## config.mk

```make
export PLATFORM = sky130hd
export DESIGN_NAME = cmsdk_fpga_sram_arb
export DESIGN_NICKNAME = d
export VERILOG_FILES = /design/src/rtl/cmsdk_fpga_sram_arb.sv
export SDC_FILE = /design/constraint.sdc
export NUM_CORES = 1
export LEC_CHECK = 0
export ABC_AREA = 1
export CAP_MARGIN = 20
export CORE_AREA = 2 2 102 104
export DETAILED_ROUTE_END_ITERATION = 12
export DIE_AREA = 0 0 104 106
export GPL_ROUTABILITY_DRIVEN = 0
export PLACE_DENSITY = 0.64
export REMOVE_ABC_BUFFERS = 1
export SLEW_MARGIN = 30
export SYNTH_ARGS = -nofsm -noshare
export SYNTH_HDL_FRONTEND = slang
export SYNTH_SLANG_ARGS = --single-unit
```

## constraint.sdc

```tcl
create_clock -name CLK -period 2.4 [get_ports CLK]
set_clock_uncertainty 0.15 [all_clocks]
set_input_delay 0.72 -clock CLK [delete_from_list [all_inputs] [get_ports CLK]]
set_output_delay 0.72 -clock CLK [all_outputs]
set_load 0.01 [all_outputs]
```

## src/rtl/cmsdk_fpga_sram_arb.sv

```systemverilog
// Two-port round-robin arbiter with bounded lock, sharing one single-port byte-write block RAM.
// Latency: grant is combinational in the request cycle; read data returns one cycle after the grant.
// Backpressure: a losing requester holds REQ and its fields until GNT; every cycle grants at most one access.
module cmsdk_fpga_sram_arb #(
  parameter int AW       = 16,
  parameter int MAX_LOCK = 16
) (
  input  logic          CLK,
  input  logic          RESETn,
  input  logic          P0_REQ,
  input  logic          P0_WRITE,
  input  logic          P0_LOCK,
  input  logic [AW-1:0] P0_ADDR,
  input  logic [31:0]   P0_WDATA,
  input  logic [3:0]    P0_WSTRB,
  output logic          P0_GNT,
  output logic          P0_RVALID,
  output logic [31:0]   P0_RDATA,
  input  logic          P1_REQ,
  input  logic          P1_WRITE,
  input  logic          P1_LOCK,
  input  logic [AW-1:0] P1_ADDR,
  input  logic [31:0]   P1_WDATA,
  input  logic [3:0]    P1_WSTRB,
  output logic          P1_GNT,
  output logic          P1_RVALID,
  output logic [31:0]   P1_RDATA,
  output logic [AW-1:0] SRAM_ADDR,
  output logic [31:0]   SRAM_WDATA,
  output logic [3:0]    SRAM_WREN,
  output logic          SRAM_CS,
  input  logic [31:0]   SRAM_RDATA
);

  // With MAX_LOCK = 0 the counter keeps one bit but the limit is 0, so locking never wins.
  localparam int             LCW        = (MAX_LOCK > 0) ? $clog2(MAX_LOCK + 1) : 1;
  localparam logic [LCW-1:0] LOCK_LIMIT = LCW'(MAX_LOCK);

  typedef enum logic {
    PORT0 = 1'b0,
    PORT1 = 1'b1
  } port_e;

  // Arbitration state: most recent owner, whether it asked to keep the RAM, and the lock streak.
  port_e          last_gnt;
  port_e          last_gnt_nxt;
  logic           last_lock;
  logic           last_lock_nxt;
  logic [LCW-1:0] lock_cnt;
  logic [LCW-1:0] lock_cnt_nxt;
  logic [1:0]     rd_pend;
  logic [1:0]     rd_pend_nxt;

  logic           both_req;
  logic           owner_holds;
  logic           any_gnt;
  port_e          win;

  logic           win_write;
  logic           win_lock;
  logic [AW-1:0]  win_addr;
  logic [31:0]    win_wdata;
  logic [3:0]     win_wstrb;

  assign both_req    = P0_REQ & P1_REQ;
  // The owner may keep the RAM only under contention, only if it locked last time, and only up to the limit.
  assign owner_holds = both_req & last_lock & (lock_cnt < LOCK_LIMIT);

  // Winner selection; nothing is granted while reset is held low.
  always_comb begin
    any_gnt = 1'b0;
    win     = PORT0;
    if (RESETn) begin
      if (both_req) begin
        any_gnt = 1'b1;
        win     = owner_holds ? last_gnt : port_e'(~last_gnt);
      end else if (P0_REQ) begin
        any_gnt = 1'b1;
        win     = PORT0;
      end else if (P1_REQ) begin
        any_gnt = 1'b1;
        win     = PORT1;
      end
    end
  end

  // Steer the winner's request fields; with no winner P0's fields pass through as don't-care.
  always_comb begin
    win_write = P0_WRITE;
    win_lock  = P0_LOCK;
    win_addr  = P0_ADDR;
    win_wdata = P0_WDATA;
    win_wstrb = P0_WSTRB;
    if (win == PORT1) begin
      win_write = P1_WRITE;
      win_lock  = P1_LOCK;
      win_addr  = P1_ADDR;
      win_wdata = P1_WDATA;
      win_wstrb = P1_WSTRB;
    end
  end

  // Next arbitration state and read-return tracking.
  always_comb begin
    last_gnt_nxt  = last_gnt;
    last_lock_nxt = last_lock;
    lock_cnt_nxt  = '0;
    rd_pend_nxt   = 2'b00;
    if (any_gnt) begin
      last_gnt_nxt  = win;
      last_lock_nxt = win_lock;
      if (owner_holds) begin
        lock_cnt_nxt = lock_cnt + 1'b1;
      end
      if (!win_write) begin
        if (win == PORT1) begin
          rd_pend_nxt[1] = 1'b1;
        end else begin
          rd_pend_nxt[0] = 1'b1;
        end
      end
    end
  end

  // State registers; reset makes P0 win the first tie and drops any read in flight.
  always_ff @(posedge CLK) begin
    if (!RESETn) begin
      last_gnt  <= PORT1;
      last_lock <= 1'b0;
      lock_cnt  <= '0;
      rd_pend   <= 2'b00;
    end else begin
      last_gnt  <= last_gnt_nxt;
      last_lock <= last_lock_nxt;
      lock_cnt  <= lock_cnt_nxt;
      rd_pend   <= rd_pend_nxt;
    end
  end

  assign P0_GNT     = any_gnt & (win == PORT0);
  assign P1_GNT     = any_gnt & (win == PORT1);

  // A write with all strobes clear still selects the RAM but changes nothing.
  assign SRAM_CS    = any_gnt;
  assign SRAM_WREN  = (any_gnt && win_write) ? win_wstrb : 4'h0;
  assign SRAM_ADDR  = win_addr;
  assign SRAM_WDATA = win_wdata;

  // Read data is only steered to the port that issued the read; a reset cycle hides it.
  assign P0_RVALID  = rd_pend[0] & RESETn;
  assign P1_RVALID  = rd_pend[1] & RESETn;
  assign P0_RDATA   = P0_RVALID ? SRAM_RDATA : 32'h0;
  assign P1_RDATA   = P1_RVALID ? SRAM_RDATA : 32'h0;

endmodule
```

==> flow_summary.ini <==
[power_and_ir_drop]
ir_worst_vdd_uv = 108
power.switching_uw = 466
p_clk_frac = 0.133
p_comb_frac = 0.747
power.share.sequential = 0.120
powerDensity_nw_per_um2 = 235
p_int_uw = 859
p_leak_uw = 0.00296
finalPower_uw = 1330
switching_share = 0.352

[layout]
fillers = 934
final_cell_mix = clkdlybuf4s50_1, buf_2, nand2_2
final_nets = 806
diodes = 0
drive_above_1_share = 0.541
final_common_cell = clkdlybuf4s50_1
area_delta_synth_final_pct = 273

[cts]
cts_made_buffers = 3
ctsHoldBuffers = 0
clock_path_buffers = 2
tritoncts = built
h-tree-depth = 1
clock-root-buffer = clkbuf_8
clk_latency_ps = 230
cts_num_sinks = 9
clk_pin_slew_worst_paths_ps = 40

[timing]
hold_violations = 0
finalWorstSetupSlack_ps = -378
fin_crit_sh = 1.16
setup_viol = 55
fin_crit_ps = 2780
fmaxAchievable_ghz = 0.360
drv_slew = 0
slew_headroom = 0.761
worstMarginPinSlew_ps = 359
rsz0062_at_grt = yes

[setup_path]
crit_fanout = 4
crit_path_start_kind = input port
worstPathRequired_ps = 1530
critical_path_class = in -> out
arrival_ps = 1910
critPathCaptureType = output pin

[detailed_routing]
vias_per_cell = 4.17
ant_nets = 0
routed_wl_um = 12200
drt_iter0_drc = 133
routedWlPerCell_um = 15.3
firstDrtPassIters = 4
via_count = 3316
drc = 0

[logic_synthesis]
ys_seq_area_frac = 0.119
synth_area_um2 = 1520
synth-seq-cells = 9
avgSynthCellArea_um2 = 4.54
synthCells = 334
yosysUniqueCellTypes = 21
yosys_warnings = 0

[global_routing]
grt_max_degree = 17
overflow = 0
track_usage = 0.198
grt_antenna_before_repair = 0
grt_pass1_vias = 3335
grt_pass1_wl_um = 17400

[place]
dp_hpwl_um = 7930
port_buffers = 264
dpl_worst_slack_ps = -1130

[floorplanning]
core_um2 = 10000
initial_core_util = 0.152
ios = 265
fp.dieW_um = 104
die-area_um2 = 11000
die_h_um = 106
core.rowCount = 37

[run_status]
status = finished, violations left
violations = negative setup slack

[min_path]
hp-class = reg -> reg

[run]
drv_cap = 0
## synth_stat cells
| cell type | instances | share of area |
|---|---|---|
| nand2_2 | 2 | 0.0083 |
| nor2_1 | 73 | 0.18 |
| ha_1 | 1 | 0.0083 |
| nand2_1 | 169 | 0.42 |
| a21oi_2 | 1 | 0.0058 |
| nor2_2 | 1 | 0.0041 |
| nand4_1 | 2 | 0.0083 |
| a21oi_1 | 1 | 0.0033 |
| inv_1 | 47 | 0.12 |
| buf_2 | 4 | 0.013 |
| dfxtp_1 | 9 | 0.12 |
| nand3_2 | 2 | 0.013 |
| inv_2 | 2 | 0.0050 |
| or2_2 | 1 | 0.0041 |
| buf_4 | 1 | 0.0050 |
| clkbuf_1 | 6 | 0.015 |
| o211ai_1 | 1 | 0.0050 |
| nand3_1 | 3 | 0.0099 |
| nor3b_1 | 2 | 0.0099 |
| buf_6 | 5 | 0.037 |
| buf_8 | 1 | 0.0099 |
## worst paths after layout
| check | startpoint | cells past startpoint | end | slack [ps] |
|---|---|---|---|---|
| max reg2reg | lock_cnt[4] | 12 | last_lock | 710 |
| min | lock_cnt[0] | 1 | lock_cnt[0] | 300 |
| max | P0_REQ | 12 | SRAM_WREN[2] | -380 |
| min reg2reg | lock_cnt[0] | 1 | lock_cnt[0] | 300 |
## routing by layer
| metal | routed length (um) | part of all wire | GRT usage | vias up |
|---|---|---|---|---|
| met4 | 333 | 0.027 | 0.0550 | 0 |
| li1 | - | - | - | 1621 |
| met3 | 929 | 0.076 | 0.0484 | 21 |
| met2 | 6710 | 0.55 | 0.399 | 194 |
| met5 | 0 | 0 | 0 | - |
| met1 | 4180 | 0.34 | 0.199 | 1480 |
## critical path: stages
cell,delay [ps]
buf_8,100
nand2_4,70
inv_4,40
nand3_4,60
nand3_4,130
buf_6,150
buf_6,110
buf_6,120
nand2_4,50
nand3_4,90
nor2_2,120
buf_2,140
## kinds of logic after synthesis
| kind of cell | after synthesis | synth area share |
|---|---|---|
| AOI/OAI and AO/OA | 3 | 0.0140 |
| DFF | 9 | 0.119 |
| adders and majority gates | 1 | 0.00826 |
| and+or+nand+nor | 255 | 0.657 |
| buffers and inverters | 66 | 0.201 |
## flip-flops by register name, summed over array words and instances (netlist names)
| register | cells |
|---|---|
| lock_cnt | 5 |
| rd_pend | 2 |
| last_gnt | 1 |
| last_lock | 1 |
## layout make-up
class,instances,area [um2],area share
clock buffers,4,45.0,0.00798
multi-input cells,260,1660,0.293
inverters,49,196,0.0348
well taps,136,170,0.0301
flip-flops and latches,9,180,0.0319
repair buffers,338,3400,0.602
## stage by stage
stage               hold slack (ps)  TNS, ps  cells  utilization  instance area (um2)
finish                          302   -14250    796        0.565                 5650
global route                    324   -17230    796        0.565                 5650
CTS                             306   -14860    789        0.513                 5130
detailed placement              296  -109800    740        0.443                 4430
global placement                281  -106770    740        0.443                 4430
floorplan                       268   -48610    317            -                 1390
## power by group through the flow
stage / clock, uW / sequential, uW / combinational [uW]
2_1_floorplan: 0 / 158 / 195
3_3_place_gp: 0 / 158 / 693
3_5_place_dp: 0 / 159 / 698
4_1_cts: 182 / 158 / 879
5_1_grt: 187 / 159 / 1050
6_report: 176 / 159 / 990
## repair_timing
item                                    4_1_cts  5_1_grt
pin swaps                                    43       24
buffers inserted                             31       10
endpoints found under the setup margin      121       76
resized for setup                           657      126
gates cloned                                 15        2
Power figures use the tool's default switching activity.
